--- config.mk ---
export PLATFORM = sky130hd
export DESIGN_NAME = onehot_encoder_8to3_seq
export DESIGN_NICKNAME = d
export VERILOG_FILES = /design/src/rtl/onehot_encoder_8to3_seq.sv
export SDC_FILE = /design/constraint.sdc
export NUM_CORES = 1
export LEC_CHECK = 0
export BUFFER_PORTS_ARGS = -buffer_cell sky130_fd_sc_hd__buf_2
export CORE_MARGIN = 2
export CORE_UTILIZATION = 35
export CTS_BUF_LIST = sky130_fd_sc_hd__clkbuf_4 sky130_fd_sc_hd__clkbuf_8 sky130_fd_sc_hd__clkbuf_16
export DETAILED_ROUTE_END_ITERATION = 7
export SLEW_MARGIN = 30
export SYNTH_ARGS = -nofsm -noshare
export SYNTH_HDL_FRONTEND = slang
export SYNTH_SLANG_ARGS = --single-unit
--- constraint.sdc ---
create_clock -name clk -period 4.8 [get_ports clk]
set_input_delay 0.96 -clock clk [delete_from_list [all_inputs] [get_ports clk]]
set_output_delay 0.96 -clock clk [all_outputs]
set_load 0.02 [all_outputs]
--- src/rtl/onehot_encoder_8to3_seq.sv ---
// onehot_encoder_8to3_seq
// Sequential 8-to-3 encoder. Captures an 8-bit request vector through a
// valid/ready handshake and replays the binary index of every set bit, lowest
// index first, one index per output handshake.
// Optional feature macro: ENC_CNT_EN adds a registered remaining-index counter
// output (cnt).
module onehot_encoder_8to3_seq #(
  parameter int N_IN  = 8,
  parameter int W_OUT = 3
) (
  input  logic              clk,
  input  logic              rst,
  input  logic [N_IN-1:0]   A,
  input  logic              in_valid,
  output logic              in_ready,
  output logic [W_OUT-1:0]  Y,
  output logic              out_valid,
  input  logic              out_ready,
  output logic              out_last,
`ifdef ENC_CNT_EN
  output logic [3:0]        cnt,
`endif
  output logic              zero_err
);

  typedef enum logic [0:0] {
    IDLE = 1'b0,
    EMIT = 1'b1
  } state_t;

  // Index of the lowest set bit; 0 for an all-zero vector (never used then).
  function automatic logic [2:0] low_idx(input logic [7:0] v);
    logic [2:0] idx;
    idx = 3'd0;
    for (int i = 7; i >= 0; i--) begin
      if (v[i]) begin
        idx = 3'(i);
      end else begin
        idx = idx;
      end
    end
    return idx;
  endfunction

  // Number of set bits, 0..8.
  function automatic logic [3:0] popcnt(input logic [7:0] v);
    logic [3:0] c;
    c = 4'd0;
    for (int i = 0; i < 8; i++) begin
      c = c + {3'b000, v[i]};
    end
    return c;
  endfunction

  state_t      state_r, state_s;
  logic [7:0]  pend_r, pend_s;
  logic [7:0]  rem_s;
  logic [2:0]  y_r, y_s;
  logic        ov_r, ov_s;
  logic        ol_r, ol_s;
  logic        ze_r, ze_s;

  // Ready is decoded from registered state only, and forced low during reset.
  assign in_ready  = (state_r == IDLE) && !rst;
  assign Y         = y_r;
  assign out_valid = ov_r;
  assign out_last  = ol_r;
  assign zero_err  = ze_r;

  // Pending bits left after retiring the index currently presented on Y.
  always_comb begin
    rem_s = pend_r & ~(8'b0000_0001 << y_r);
  end

  // Next-state and next-output decode for the capture/emit sequencer.
  always_comb begin
    state_s = state_r;
    pend_s  = pend_r;
    y_s     = y_r;
    ov_s    = ov_r;
    ol_s    = ol_r;
    ze_s    = 1'b0;
    case (state_r)
      IDLE: begin
        if (in_valid) begin
          pend_s = A;
          if (A != 8'h00) begin
            state_s = EMIT;
            y_s     = low_idx(A);
            ov_s    = 1'b1;
            ol_s    = (popcnt(A) == 4'd1);
          end else begin
            ze_s    = 1'b1;
          end
        end else begin
          state_s = IDLE;
        end
      end
      EMIT: begin
        if (out_ready) begin
          pend_s = rem_s;
          if (ol_r) begin
            state_s = IDLE;
            ov_s    = 1'b0;
            ol_s    = 1'b0;
            y_s     = 3'd0;
          end else begin
            y_s     = low_idx(rem_s);
            ol_s    = (popcnt(rem_s) == 4'd1);
          end
        end else begin
          state_s = EMIT;
        end
      end
      default: begin
        state_s = IDLE;
        pend_s  = 8'h00;
        y_s     = 3'd0;
        ov_s    = 1'b0;
        ol_s    = 1'b0;
      end
    endcase
  end

  // State and output registers with synchronous reset.
  always_ff @(posedge clk) begin
    if (rst) begin
      state_r <= IDLE;
      pend_r  <= 8'h00;
      y_r     <= 3'd0;
      ov_r    <= 1'b0;
      ol_r    <= 1'b0;
      ze_r    <= 1'b0;
    end else begin
      state_r <= state_s;
      pend_r  <= pend_s;
      y_r     <= y_s;
      ov_r    <= ov_s;
      ol_r    <= ol_s;
      ze_r    <= ze_s;
    end
  end

`ifdef ENC_CNT_EN
  logic [3:0] cnt_r, cnt_s;

  assign cnt = cnt_r;

  // Remaining-index count: loaded with popcount on capture, one less per
  // output handshake, so it reaches zero with the last handshake.
  always_comb begin
    cnt_s = cnt_r;
    if (state_r == IDLE) begin
      if (in_valid) begin
        cnt_s = popcnt(A);
      end else begin
        cnt_s = cnt_r;
      end
    end else begin
      if (out_ready && (cnt_r != 4'd0)) begin
        cnt_s = cnt_r - 4'd1;
      end else begin
        cnt_s = cnt_r;
      end
    end
  end

  // Counter register with synchronous reset.
  always_ff @(posedge clk) begin
    if (rst) begin
      cnt_r <= 4'd0;
    end else begin
      cnt_r <= cnt_s;
    end
  end
`endif

endmodule

; ---- Yosys cells after proc, flatten, opt, wreduce, memory -nomap -nowiden
; Cells that the tools add are included.
[op_classes]
addsub = 14
multipliers = 0
div_mod_pow = 0
order_cmp = 0
eq_ne = 6
shift = 1
n_mux = 40
n_bitwise = 4
n_reduce_logical = 7
[ops]
columns = op, n
row1 = $mux W3, 20
row2 = $add A4 B1 Y4, 8
row3 = $mux W8, 2
row4 = $pmux W8 S2, 1
row5 = $mux W1, 13
row6 = $add A3 B1 Y4, 2
row7 = $and A8 B8 Y8, 1
row8 = $eq A4 B1 Y1 const B, 2
row9 = $not A8 Y8, 1
row10 = $reduce_bool A8 Y1, 1
row11 = $shl A1 B3 Y8 const A, 1
row12 = $add A2 B1 Y3, 2
row13 = $pmux W1 S2, 3
row14 = $pmux W3 S2, 1
row15 = $add A1 B1 Y2, 2
row16 = $ne A2 B1 Y1 const B, 2
row17 = $ne A2 B2 Y1 const B, 2
row18 = $reduce_and A4 Y1, 1
row19 = $reduce_and A3 Y1, 1
row20 = $reduce_or A3 Y1, 1
row21 = $not A1 Y1, 2
row22 = $reduce_and A2 Y1, 1
row23 = $logic_and A1 B1 Y1, 1
row24 = $logic_not A1 Y1, 1
[totals]
reg_bits = 15
latch_bits = 0
ramBits = 0
rom_bits = 0
input_bits = 12
out_inout_bits = 7
wordCells = 78
memories = 0

; ---- Logic depth before layout (Yosys ltp)
; Gate-level depths: netlist of run 1.
[logic_depth]
word_depth = 14
ltp_mapped = 15
mapped_depth_nobuf = 14

; ---- Worst setup path before layout of run 1
; No wires, ideal clock.
[synth_timing]
path_type = input-to-reg
start = input A[0]
end = register ol_r (netlist: out_last)
setup_ps = 71
arrival_ps = 3712
required_ps = 4729
slack_ps = 1017
stages = 13
n_path_buf = 0
path_cell_list = fa_1 -> inv_1 -> fa_1 -> fa_1 -> inv_1 -> ha_1 -> inv_1 -> fa_1 -> a211oi_1 -> mux2i_1 -> o32ai_1 -> nand2_1 -> a21oi_1
[synth_via]
elab_chain_len = 11
word_cells_on_any_way = 14
classes_between = add/sub (7) / eq/ne (2) / mux (3) / reduce/logical (2)
[synth_rtl]
columns = element, line
row1 = start: declaration, 13  ; input logic [N_IN-1:0] A,
row2 = $add A1 B1 Y2, 50  ; c = c + {3'b000, v[i]};
row3 = $add A2 B1 Y3, 50
row4 = $add A3 B1 Y4, 50
row5 = $add A4 B1 Y4 (4 in series), 50
row6 = $eq A4 B1 Y1, 91  ; ol_s = (popcnt(A) == 4'd1);
row7 = $mux W1, 87  ; if (A != 8'h00) begin
row8 = $mux W1, 85  ; if (in_valid) begin
row9 = $pmux W1 S2, 83  ; case (state_r)
row10 = end signal: assignment, 139  ; ol_r <= ol_s;
row11 = end: declaration, 60  ; logic ol_r, ol_s;
; Several ways; a longest one is shown, not always the timed one. The select of a mux whose other input is x is not followed.
; A chain may end at the register's enable or synchronous reset.

; ---- Worst setup path after layout of run 1
; Ends and elaborated chain as after synthesis.

==> results of run 1 <==
[critical path, stage by stage]
cell,delay [ps]
buf_2,130
fa_1,530
inv_1,60
fa_1,490
fa_1,400
inv_1,60
ha_1,160
inv_1,60
fa_1,370
a211oi_1,180
mux2i_1,110
o32ai_1,260
nand2_1,80
a21oi_1,140
[worst min path at each step]
stage                                         to              startpoint  cells after the start
after floorplan           pend_r[1]$_SDFFE_PP0P_  pend_r[1]$_SDFFE_PP0P_                      2
after global placement    out_valid$_SDFFE_PP0P_  out_valid$_SDFFE_PP0P_                      2
after detailed placement  out_valid$_SDFFE_PP0P_  out_valid$_SDFFE_PP0P_                      2
after CTS                 out_valid$_SDFFE_PP0P_  out_valid$_SDFFE_PP0P_                      2
after global routing      pend_r[0]$_SDFFE_PP0P_  pend_r[0]$_SDFFE_PP0P_                      2
final                     out_valid$_SDFFE_PP0P_  out_valid$_SDFFE_PP0P_                      2
[sequential cells by signal, indices dropped and copies added, names as in the netlist]
register and count:
Y 3, out_last 1, out_valid 1, pend_r 8, state_r 1, zero_err 1
[through the flow]
stage          power, uW  instance area (um^2)  instances  setup WS, ps  hold slack (ps)
6_report             444                  1520        230          1000              476
5_1_grt              480                  1520        230           783              545
4_1_cts              443                  1520        230           980              484
3_5_place_dp         334                  1470        226           734              475
3_3_place_gp         333                  1470        226           762              471
2_1_floorplan        293                  1370        167          1020              465
[placed cells by master, fill, tap and decap left out, types with 2 or more instances in the layout]
| cell | count |
|---|---|
| inv_1 | 21 |
| buf_2 | 18 |
| nand2_1 | 17 |
| dfxtp_1 | 15 |
| nor2_1 | 15 |
| a21oi_1 | 9 |
| fa_1 | 8 |
| nor2b_1 | 7 |
| o21ai_0 | 7 |
| ha_1 | 7 |
| nand2b_1 | 6 |
| nand3_1 | 5 |
| mux2i_1 | 4 |
| a31oi_1 | 4 |
| a211oi_1 | 3 |
| clkbuf_8 | 3 |
| nand3b_1 | 2 |
| a311oi_1 | 2 |
| a21oi_2 | 2 |
| o32ai_1 | 2 |
| nor3_1 | 2 |
| a22oi_1 | 2 |
| o221ai_1 | 2 |
[power by group through the flow]
| stage | logic [uW] | registers [uW] | clock network (uW) |
|---|---|---|---|
| floorplan | 138 | 154 | 0 |
| global placement | 169 | 164 | 0 |
| detailed placement | 170 | 164 | 0 |
| CTS | 171 | 161 | 110 |
| global route | 195 | 165 | 120 |
| finish | 169 | 162 | 113 |
[layer usage]
metal	wire (um)	up-vias	GRT usage [%]
li1	-	618	-
met1	1560	568	22.1
met2	1460	25	26.8
met3	126	4	2.53
met4	34	0	5.87
met5	0	-	0
[cells by family after synthesis]
kind of cell    after synthesis  synth area share, %
compound gates               45                 25.0
mux                           4                 2.92
fa+ha+maj                    15                 18.1
flops                        15                 21.9
simple gates                 60                 22.9
buf+inv                      28                 9.22
[cell type report]
type	count	share of cell area [%]
inverters	21	5.18
repair buffers	18	5.92
flip-flops and latches	15	19.7
multi-input cells	124	62.0
clock buffers	4	3.20
well taps	48	3.94
==> impl_metrics.toml, run 1 <==
[status]
status = "complete, no violations"

[clock_network]
holdBufCountCts = 0
clk_pin_slew_ps = 60
ctsResizeCount = 0
insertion_delay_ps = 250
cts-root-buf = "clkbuf_8"
cts_sinks = 15
numCtsBuffers = 3
h-tree-depth = 1
cts_tree = "done"
cts.path.max_buffers = 2
postCtsSetupBuffers = 0

[synth]
netlist.area_leader.share_pct = 21.9
syn-num-nets = 194
synth_commonest_cells = "inv_1 (21), nand2_1 (17), dfxtp_1 (15), nor2_1 (15), a21oi_1 (9)"
synth_area_leader_cell = "dfxtp_1"
synth.area.top_cells = "dfxtp_1 (22%), fa_1 (12%), ha_1 (6.4%)"
yosys_warnings = 0
syn_inst = 167
async_reset_ff_share_pct = 0
synth_edf_count = 0
synth_cell_types = 43
yosysMostFrequentCell = "inv_1"
synthFlopType = "dfxtp_1"
yosysSeqAreaShare_pct = 21.9
netlist_area_um2 = 1370
synth_seq_cells = 15
syn_avg_cell_area_um2 = 8.21

[cells_and_area]
diodes = 0
syn_to_final_growth_pct = 11.0
utilization_pct = 41.0
num-nets-final = 210
seqCellArea_um2 = 300
drive_above_1_share_pct = 18.7
nFillCells = 381
multi_input_area_um2 = 945

[floorplan]
fp.dieH_um = 66.6
dieArea_um2 = 4430
initial_core_util_pct = 36.9
die_w_um = 66.6
coreArea_um2 = 3720
pin_count = 19
rows = 22

[placement]
dpl.hpwl_um = 2580
numPortBuffers = 18
place.gp.congestion = 0.828

[global_routing]
track_usage_pct = 16.5
antenna_found_initial = 0
grt_overflow = 0
grt_pass1_vias = 1209
grt_pass1_wl_um = 5540
grt_max_degree = 22

[route]
wirelength_um = 3180
drt-initial-drc-count = 66
vias_per_cell = 5.28
drc = 0
dr_total_vias = 1215
firstDrtPassIters = 4
routedWlPerCell_um = 13.8
ant_nets = 0

[setup_path]
cp-endpoint = "out_last$_SDFFE_PP0P_"
rr_endpoint = "out_last$_SDFFE_PP0P_"
cp_data_arrival_time_ps = 3990
cp-startpoint = "A[0]"
ff2ff_setup_slack_ps = 1050
worstPathRequired_ps = 4990
reg2reg_depth = 14
worstReg2RegStart = "Y[2]$_SDFFE_PP0P_"
worstSetupPathType = "input pin to register"
crit_fanout = 5
start_kind = "input pin"
crit_path_end_kind = "register"

[pwr]
pwr-share-clk_pct = 25.4
intPower_uw = 273
pwr_density_cell_nw_per_um2 = 291
irDropWorstVdd_mv = 0.108
switching_share_pct = 38.4
combPwrFrac_pct = 38.2
switchingPower_uw = 171
leakage_uw = 0.000638
seq_power_share_pct = 36.4

[min_path]
hold_path.class = "register to register"

[sta]
hold_viol = 0
fin_skew_ps = 0.831
relSlewSlack_pct = 50.4
post-route-period-util_pct = 79.2
report.final.slew_viol_count = 0
clock.fmax_ghz = 0.263
setup_viol = 0
rsz0062_at_grt = "no"
fin_crit_ps = 3800
worst_pin_slew_ps = 743
fin_tns_setup_ps = 0

[run]
maxCapViolCount = 0
Power figures use the tool's default switching activity.
==> run 2, diff against run 1 <==
- clock period: 4.8 -> 3.1 ns (I/O delays scaled with it)
==> run 2 against run 1 <==
  * The flow now finishes with violations (negative setup slack)
  * Clock skew is 1.5 ps higher
  * Critical path depth stayed put
  * Largest cell class unchanged
  * Clock-buffer cell count stayed put
  * Non-clock buffer count is 24 higher
  * Sequential cell count stayed put
  * Total power is 68% higher
  * Highest routed layer unchanged
  * Critical path type unchanged
  * Routed wire length is 11% higher
  * Worst setup slack worse by 1400 ps
  * Die area stayed put
  * Sequential share of layout area is 2.2 points lower
  * Final area is 15% higher
  * Final cell count is 10% higher
==> impl_metrics.toml, run 2 (synthesis results as in run 1) <==
[sta]
post-route-period-util_pct = 112
rsz0062_at_grt = "yes"
fin_skew_ps = 2.31
setup_viol = 1
fin_crit_ps = 3470
relSlewSlack_pct = 51.8
clock.fmax_ghz = 0.288
hold_viol = 0
whs_ps = 490
worst_pin_slew_ps = 723
fin_tns_setup_ps = -369
report.final.slew_viol_count = 0
fin_ws_ps = -369

[clock_network]
numCtsBuffers = 3
insertion_delay_ps = 250
cts-root-buf = "clkbuf_8"
cts_sinks = 15
clk_pin_slew_ps = 70
holdBufCountCts = 0
cts_tree = "done"
postCtsSetupBuffers = 0
h-tree-depth = 1
cts.path.max_buffers = 2

[placement]
place_area_um2 = 1660
numPortBuffers = 18
dpl.hpwl_um = 2850
place_inst = 250
place.gp.congestion = 0.822

[setup_path]
start_kind = "input pin"
worstPathRequired_ps = 3290
worstSetupPathType = "input pin to register"
cp_data_arrival_time_ps = 3650
crit_path_end_kind = "register"
crit_fanout = 2
slowest_delay_ps = 540
path_cells = "buf_2, fa_1, inv_1, fa_1, fa_1, inv_1, ha_1, inv_1, fa_2, a211oi_2, mux2i_1, o32ai_1, nand2_1, a21oi_2"
cp_slowest_cell = "fa_1"

[cells_and_area]
syn_to_final_growth_pct = 27.4
largest_register_ffs = 8
largest_register = "pend_r"
diodes = 0
final_cell_mix = "buf_4 (23), inv_1 (21), buf_2 (18)"
instances_no_fill = 254
post-route-cell-area_um2 = 1750
seqCellArea_um2 = 307
drive_above_1_share_pct = 33.0
num-nets-final = 234
multi_input_area_um2 = 978
final_common_cell = "buf_4"
nFillCells = 383

[status]
status = "complete, but fails checks"
violations = "negative setup slack"

[run]
maxCapViolCount = 0

[pwr]
irDropWorstVdd_mv = 0.196
pwr_density_cell_nw_per_um2 = 427
leakage_uw = 0.000761
total_power_uw = 746

[route]
drt-initial-drc-count = 127
routedWlPerCell_um = 13.9
firstDrtPassIters = 4
ant_nets = 0
drc = 0
wirelength_um = 3540
dr_total_vias = 1316
vias_per_cell = 5.18

[global_routing]
grt_pass1_vias = 1285
grt_max_degree = 22
antenna_found_initial = 0
grt_overflow = 0
track_usage_pct = 17.7
grt_pass1_wl_um = 6020

[floorplan]
die_w_um = 66.6
dieArea_um2 = 4430
coreArea_um2 = 3720
fp.dieH_um = 66.6
initial_core_util_pct = 36.9
rows = 22
pin_count = 19

[min_path]
hold_path.class = "register to register"
[run 2: cell count changes in the layout (fill, tap and decap cells not counted), moves of 2 or more]
| cell | previous run | this run |
|---|---|---|
| dfxtp_1 | 15 | 12 |
| fa_1 | 8 | 6 |
| fa_2 | 0 | 2 |
| dfxtp_2 | 0 | 2 |
| buf_4 | 0 | 23 |
[run 2: per-layer routing]
layer | global-route usage, % | wire length [um]
met1 | 24.4 | 1600
met2 | 30.6 | 1710
met3 | 2.03 | 217
met4 | 1.53 | 11
met5 | 0 | 0
[run 2: repair_timing]
action | in CTS | in global routing
pin swaps | 2 | 4
resized for setup | 4 | 6
endpoints found under the setup margin | 1 | 1
[run 2: layout make-up]
class / instances / area share [%]
Sequential cell: 15 / 17.6
Tap cell: 48 / 3.44
Multi-Input combinational cell: 124 / 56.0
Clock buffer: 4 / 2.79
Timing Repair Buffer: 42 / 15.7
Inverter: 21 / 4.51
[run 2: worst paths after layout]
check	to	startpoint	slack [ps]	cells past startpoint
min reg2reg	out_valid$_SDFFE_PP0P_	out_valid$_SDFFE_PP0P_	490	2
min	out_valid$_SDFFE_PP0P_	out_valid$_SDFFE_PP0P_	490	2
max	out_last$_SDFFE_PP0P_	A[0]	-370	14
max reg2reg	out_last$_SDFFE_PP0P_	Y[1]$_SDFFE_PP0P_	-320	13
[run 2: per-stage QoR]
| stage | worst slack, ps | utilization [%] |
|---|---|---|
| 3_3_place_gp | -552 | 44.6 |
| 5_1_grt | -528 | 47.0 |
| 3_5_place_dp | -602 | 44.6 |
| 6_report | -369 | 47.0 |
| 4_1_cts | -351 | 46.4 |
| 2_1_floorplan | -301 | - |
[run 2: power breakdown]
group          switching [uW]  internal, uW  total [uW]
clock network            73.1          99.8         173
registers                27.8           213         241
logic                     180           152         332
[run 2: critical path: cells and delay by family]
kind,cells,cell delay (ps)
compound gates,3,560
fa+ha+maj,5,1980
buf+inv,4,300
mux,1,90
simple gates,1,100
==> run 3, diff against run 2 <==
- clock period: 3.1 -> 3.6 ns (I/O delays scaled with it)
==> run 3 against run 2 <==
  * The run now ends clean
  * Non-clock buffer count decreased by 12
  * Clock power down 12%
  * Sequential power decreased by 14%
  * Die area is the same
  * Register-to-register slack gained 370 ps
  * First-iteration DRC count fell by 1.6%
  * Largest cell class unchanged
  * Highest routed layer unchanged
==> impl_metrics.toml, run 3 (synthesis results as in run 1) <==
[floorplan]
coreArea_um2 = 3720
dieArea_um2 = 4430
fp.dieH_um = 66.6
rows = 22
pin_count = 19
initial_core_util_pct = 36.9
die_w_um = 66.6

[clock_network]
cts_sinks = 15
h-tree-depth = 1
numCtsBuffers = 3
clk_pin_slew_ps = 70
cts.path.max_buffers = 2
holdBufCountCts = 0
cts-root-buf = "clkbuf_8"
cts_tree = "done"
insertion_delay_ps = 270

[cells_and_area]
final_cell_mix = "inv_1 (19), buf_2 (18), nand2_1 (17)"
drive_above_1_share_pct = 28.9
diodes = 0
post-route-cell-area_um2 = 1650
syn_to_final_growth_pct = 20.3
utilization_pct = 44.4
largest_register_ffs = 8
largest_register = "pend_r"
final_common_cell = "inv_1"
num-nets-final = 222

[pwr]
pwr_density_cell_nw_per_um2 = 390
combPwrFrac_pct = 44.1
intPower_uw = 386
irDropWorstVdd_mv = 0.136
leakage_uw = 0.000700
switching_share_pct = 40.0
seq_power_share_pct = 32.2
pwr-share-clk_pct = 23.7
switchingPower_uw = 257

[placement]
dpl.hpwl_um = 2730
numPortBuffers = 18
place.gp.congestion = 0.820
place_area_um2 = 1560

[setup_path]
worstPathRequired_ps = 3750
cp_data_arrival_time_ps = 3700
crit_fanout = 4
crit_path_end_kind = "register"
worstSetupPathType = "register to register"
start_kind = "register"

[route]
wirelength_um = 3410
drc = 0
routedWlPerCell_um = 14.1
drt-initial-drc-count = 125
firstDrtPassIters = 4
ant_nets = 0
dr_total_vias = 1262
vias_per_cell = 5.21

[sta]
fin_skew_ps = 2.52
rsz0062_at_grt = "yes"
hold_viol = 0
report.final.slew_viol_count = 0
fin_crit_ps = 3550
worst_pin_slew_ps = 723
post-route-period-util_pct = 98.5
setup_viol = 0
relSlewSlack_pct = 51.7
clock.fmax_ghz = 0.282

[run]
maxCapViolCount = 0

[status]
status = "complete, no violations"

[min_path]
hold_path.class = "register to register"

[global_routing]
grt_max_degree = 22
antenna_found_initial = 0
track_usage_pct = 17.5
grt_pass1_vias = 1212
grt_pass1_wl_um = 5730
grt_overflow = 0
[run 3: changes by cell type in the layout (fill, tap and decap cells not counted), sizes merged]
| cell | change |
|---|---|
| buf | -12 |
| clkbuf | -1 |
| clkinv | +1 |
[run 3: power groups by stage]
stage,Combinational [uW],Sequential (uW),Clock [uW]
after detailed placement,254,210,0
final,283,207,153
after global routing,324,210,160
after global placement,252,210,0
after CTS,256,206,152
after floorplan,184,206,0
[run 3: worst max-delay path: stages, from the launching register on]
cell and delay (ps):
dfxtp_2 340, buf_6 120, o31ai_4 270, fa_1 480, fa_1 550, fa_1 430, inv_2 80, ha_4 130
inv_2 40, fa_2 380, nor2b_1 140, a31oi_1 200, o32ai_2 120, nand2_1 110, a21oi_2 50
[run 3: per-stage QoR]
step | setup TNS, ps | instances | total power (uW) | hold slack [ps] | worst slack (ps)
floorplan | 0 | 167 | 390 | 465 | 56.6
global placement | -178 | 237 | 462 | 471 | -178
detailed placement | -215 | 237 | 464 | 470 | -215
CTS | 0 | 241 | 614 | 484 | 23.2
global route | -98.9 | 242 | 695 | 538 | -98.9
finish | 0 | 242 | 643 | 487 | 54.5
[run 3: path summary, 6_finish.rpt]
check	from	end	slack [ps]	cells after the start
max	Y[1]$_SDFFE_PP0P_	out_last$_SDFFE_PP0P_	50	14
min	out_valid$_SDFFE_PP0P_	out_valid$_SDFFE_PP0P_	490	2
max reg2reg	Y[1]$_SDFFE_PP0P_	out_last$_SDFFE_PP0P_	50	14
min reg2reg	out_valid$_SDFFE_PP0P_	out_valid$_SDFFE_PP0P_	490	2
[run 3: what timing repair did]
action	in CTS	in global routing
setup buffers	0	1
setup endpoints to repair	0	1
gates resized for setup	0	12
[run 3: per-layer routing]
metal  GRT usage (%)  share of wire [%]  up-vias
li1                -                  -      640
met1            22.7                 45      588
met2            28.6                 48       29
met3            2.70                5.3        5
met4            7.65                1.7        0
met5               0                  0        -
[run 3: layout make-up]
cell class              instances  area (um^2)
flip-flops and latches         15          303
well taps                      48         60.1
repair buffers                 30          184
fillers                       374         2070
clock inverters                 1         5.00
inverters                      21         78.8
multi-input cells             124          978
clock buffers                   3         41.3
